===== src/rtl/fetch_unit.sv =====
// Instruction-fetch front end: owns the fetch PC and issues one word read at
// a time over a req/ack handshake. Returned words are buffered with their PCs
// in a small FIFO, and the head entry is presented to decode each cycle.
// A redirect flushes the buffer and restarts fetch at the new aligned PC.
module fetch_unit #(
  parameter logic [31:0] RESET_PC  = 32'h0000_0000,
  parameter int unsigned BUF_DEPTH = 2
) (
  input  logic        clk,
  input  logic        rst,
  output logic        imem_req,
  output logic [31:0] imem_addr,
  input  logic        imem_ack,
  input  logic [31:0] imem_rdata,
  input  logic        redirect,
  input  logic [31:0] redirect_pc,
  input  logic        stall,
  output logic        if_valid,
  output logic [31:0] if_pc,
  output logic [31:0] if_instr,
  output logic [31:0] pc
);

  localparam int unsigned PTR_W = (BUF_DEPTH > 1) ? $clog2(BUF_DEPTH) : 1;
  localparam int unsigned CNT_W = $clog2(BUF_DEPTH + 1);
  localparam logic [CNT_W-1:0] DEPTH_C = CNT_W'(BUF_DEPTH);

  logic [31:0]      pc_q, pc_d;
  logic [PTR_W-1:0] rd_ptr_q, rd_ptr_d;
  logic [PTR_W-1:0] wr_ptr_q, wr_ptr_d;
  logic [CNT_W-1:0] count_q, count_d;
  logic [31:0]      buf_pc_q    [BUF_DEPTH];
  logic [31:0]      buf_pc_d    [BUF_DEPTH];
  logic [31:0]      buf_instr_q [BUF_DEPTH];
  logic [31:0]      buf_instr_d [BUF_DEPTH];

  logic push;
  logic pop;
  logic [1:0] unused_redirect_lsbs;

  assign unused_redirect_lsbs = redirect_pc[1:0];

  // Request only while there is room; the address is the fetch PC, which
  // cannot change until the ack, so it stays stable across wait states.
  assign imem_req  = !rst && !redirect && (count_q < DEPTH_C);
  assign imem_addr = pc_q;
  assign pc        = rst ? RESET_PC : pc_q;

  assign if_valid  = !rst && (count_q != '0);
  assign if_pc     = if_valid ? buf_pc_q[rd_ptr_q]    : '0;
  assign if_instr  = if_valid ? buf_instr_q[rd_ptr_q] : '0;

  // Redirect suppresses the pop so the head is never counted as consumed.
  assign push = imem_req && imem_ack;
  assign pop  = if_valid && !stall && !redirect;

  // Next-state: redirect flushes and reloads the PC, otherwise push/pop.
  always_comb begin
    pc_d        = pc_q;
    rd_ptr_d    = rd_ptr_q;
    wr_ptr_d    = wr_ptr_q;
    count_d     = count_q;
    buf_pc_d    = buf_pc_q;
    buf_instr_d = buf_instr_q;
    if (redirect) begin
      pc_d     = {redirect_pc[31:2], 2'b00};
      rd_ptr_d = '0;
      wr_ptr_d = '0;
      count_d  = '0;
    end else begin
      if (push) begin
        buf_pc_d[wr_ptr_q]    = pc_q;
        buf_instr_d[wr_ptr_q] = imem_rdata;
        wr_ptr_d              = wr_ptr_q + PTR_W'(1);
        pc_d                  = pc_q + 32'd4;
      end
      if (pop) begin
        rd_ptr_d = rd_ptr_q + PTR_W'(1);
      end
      if (push && !pop) begin
        count_d = count_q + CNT_W'(1);
      end else if (!push && pop) begin
        count_d = count_q - CNT_W'(1);
      end
    end
  end

  // Control state with synchronous reset.
  always_ff @(posedge clk) begin
    if (rst) begin
      pc_q     <= RESET_PC;
      rd_ptr_q <= '0;
      wr_ptr_q <= '0;
      count_q  <= '0;
    end else begin
      pc_q     <= pc_d;
      rd_ptr_q <= rd_ptr_d;
      wr_ptr_q <= wr_ptr_d;
      count_q  <= count_d;
    end
  end

  // FIFO storage; contents are only observable through a valid count.
  always_ff @(posedge clk) begin
    buf_pc_q    <= buf_pc_d;
    buf_instr_q <= buf_instr_d;
  end

endmodule


===== config.mk =====
export PLATFORM = sky130hd
export DESIGN_NAME = fetch_unit
export DESIGN_NICKNAME = d
export VERILOG_FILES = /design/src/rtl/fetch_unit.sv
export SDC_FILE = /design/constraint.sdc
export NUM_CORES = 1
export LEC_CHECK = 0
export CAP_MARGIN = 20
export CORE_UTILIZATION = 51
export CTS_CLUSTER_DIAMETER = 40
export DETAILED_ROUTE_END_ITERATION = 8
export GPL_ROUTABILITY_DRIVEN = 0
export PLACE_DENSITY = 0.89
export SYNTH_ARGS = -nofsm -noshare
export SYNTH_HDL_FRONTEND = slang
export SYNTH_SLANG_ARGS = --single-unit

===== constraint.sdc =====
create_clock -name clk -period 8.7 [get_ports clk]
set_input_delay 1.74 -clock clk [delete_from_list [all_inputs] [get_ports clk]]
set_output_delay 1.74 -clock clk [all_outputs]
set_load 0.1 [all_outputs]

==> summary.txt <==
Mean Syn Cell Area: 12.6 sq um
Initial Util: 53.4%
Grt total ovfl: 0
Fraction of registers with async set/reset: 0%
Most frequent cells after synthesis: edfxtp_1, nor2_1, mux2i_1
H-tree Lvls: 4
CTS-repair resized insts: 0
Count leader, synth: edfxtp_1
Final setup fails: 0
Hold_ws: 0.559 ns
PwrDens: 203 mW/mm^2
Critical path capture point type: primary output
Clock transition at the registers of the reported paths: 0.06 ns
Clk buf depth: 2
Simple-Gate Fraction of Synth Area: 15.2%
Synth Area in Adders: 0.366%
First-pass DRT Iterations: 4
Multiplexer share of the synthesized area: 9.97%
FF-to-FF Start: count_q[1]
TritonCTS clock tree: built
Complex-gate fraction of the synthesized area: 3.78%
Max Slew Vio Count: 0
Vias in the first global route: 4932
Core area: 0.0128 sq mm
# IOs: 199
Slew @ Worst Pin: 1.13 ns
Worst-path maximum fanout: 62
Combinational power share: 14.9%
Post-synth top area share: 54.4%
Synth Warn #: 0
Switching Power: 525 uW
Main combinational cell family by area after synthesis: simple AND/OR/NAND/NOR gates
Site Rows: 41
Mapped Area: 0.00684 sq mm
Vert. Die Dim: 118 microns
Max_cap viols: 0
Die width: 118 microns
Synth Area in XOR/XNOR: 3.58%
Drt drc: 0
Area delta synth->final: 38.8%
R2R Setup Slk: 5.93 ns
Class of the worst hold path: reg2reg
First-pass GRT wire length: 25900 microns
Vias: 4962
Antenna violations before repair: 0
Final instance area: 0.00950 sq mm
CP Data Required Time: 6.96 ns
Placed Area: 0.00888 sq mm
Post-DP HPWL: 10600 microns
Largest net degree at the start of global routing: 65
Peak supply drop: 0.112 mV
DRT antenna net count: 0
Outcome: completed
Fmax: 163 MHz
Final hold vios: 0
Seq/Total Area, Yosys: 64.4%
Crit path DAT: 4.40 ns
Proportion of layout cells with a drive suffix above 1: 6.89%
Hold_sp: imem_addr[31]
Internal: 1400 uW
CP Class: in2out
Cells after Synth: 543
Routed length per instance: 18.0 microns
LEAKAGE: 0.00316 uW
Worst skew pair latency: 0.41 ns
Root Buffer: clkbuf_16
Drt initial violations: 386
Clock Power Share: 40.2%
Worst setup SP type: input pin
Period utilization: 70.6%
Die ar.: 0.0139 sq mm
Final min period: 6.14 ns
RSZ-0062 raised after global routing: no
Largest area contributor in the netlist: edfxtp_1
Sequential share of power: 44.9%
Switching share of power: 27.3%
Nets: 798
EDFF count, synth: 124
Critical path launch point: rst
I/O Buffers: 190
# hold bufs at CTS: 0
Clock buffer count from CTS: 17
Setup TNS: 0 ns
Ant diodes: 0
Setup Fix Bufs, Post-CTS: 0
Unique masters post-synth: 45
DR vias/cell: 5.44
Rel. slew slack: 24.6%
Sinks on the clock net: 158
Top cells by area, synth: edfxtp_1, dfxtp_1, mux2i_1, nor2_1, nor2b_1
Primary FF master, synth: edfxtp_1
Synth Register Bits: 158
Drt total wl: 16400 microns
Setup Skew: 0.0108 ns
Total track usage: 24.1%
stage by stage:
| step | instances | power [uW] | util [%] | worst slack (ns) |
|---|---|---|---|---|
| global route | 912 | 1970 | 74.1 | 2.43 |
| global placement | 879 | 1160 | 69.1 | 2.32 |
| detailed placement | 880 | 1160 | 69.2 | 2.55 |
| floorplan | 548 | 1080 | - | 2.94 |
| CTS | 912 | 1930 | 74.1 | 2.55 |
| finish | 912 | 1920 | 74.1 | 2.56 |
power groups by stage:
stage	registers [uW]	logic, uW	clock network [uW]
6_report	864	287	773
5_1_grt	867	297	805
4_1_cts	864	287	779
3_5_place_dp	880	285	0
3_3_place_gp	878	281	0
2_1_floorplan	934	143	0
worst paths after layout:
check,end,cells after the start
worst max-delay path,if_pc[2],6
worst min-delay path,buf_pc_q[31],0
worst max register to register,buf_pc_q[2],5
worst min register to register,buf_pc_q[31],0
routing by layer:
metal	part of all wire (%)	track usage (%)	wire, microns	vias up
met4	1.6	8.57	265	0
met5	0	0	0	-
li1	-	-	-	2321
met1	42	29.7	6850	2389
met3	5.7	4.99	938	26
met2	51	41.9	8390	226
kinds of logic after synthesis:
kind of cell / Yosys count
and+or+nand+nor: 202
DFF: 158
muxes: 68
AOI/OAI and AO/OA: 42
buffers and inverters: 42
xor gates and xnor gates: 28
adders and majority gates: 2
other: 1
worst max-delay path, stage by stage:
cell	delay, ns
buf_2	0.09
buf_4	0.34
or2_2	0.62
buf_12	0.27
nor2_1	0.13
clkdlybuf4s50_1	1.18
layout make-up:
| type | instances | area, sq um |
|---|---|---|
| well taps | 172 | 215 |
| repair buffers | 195 | 1950 |
| clock buffers | 19 | 433 |
| flip-flops and latches | 158 | 4410 |
| multi-input cells | 348 | 2280 |
| inverters | 7 | 26.3 |
| clock inverters | 13 | 189 |
| fillers | 819 | 3320 |
cells in the final DEF (no fill, tap or decap), types with 3 or more instances in the layout:
cell and instances:
or3_1 3, nor4_2 4, nand4_1 9, xnor2_1 10, nand2_1 24, mux2i_1 67, inv_1 5, a21oi_1 17
conb_1 6, clkbuf_16 17, bufinv_16 4, nor2_1 89, o22ai_1 8, and3_1 11, nor4_1 4, edfxtp_1 124
xor2_1 18, dfxtp_1 33, nor2b_1 29, a211oi_1 9, buf_4 4, nand4_2 3, nand3_1 10, clkinv_4 4
clkdlybuf4s50_1 189
registers in the layout, summed over array words and instances, names as in the netlist:
register and flops:
buf_instr_q 64, buf_pc_q 60, count_q 2, imem_addr 30, rd_ptr_q 1, wr_ptr_q 1
No activity file was read; power rests on OpenSTA's default activity.
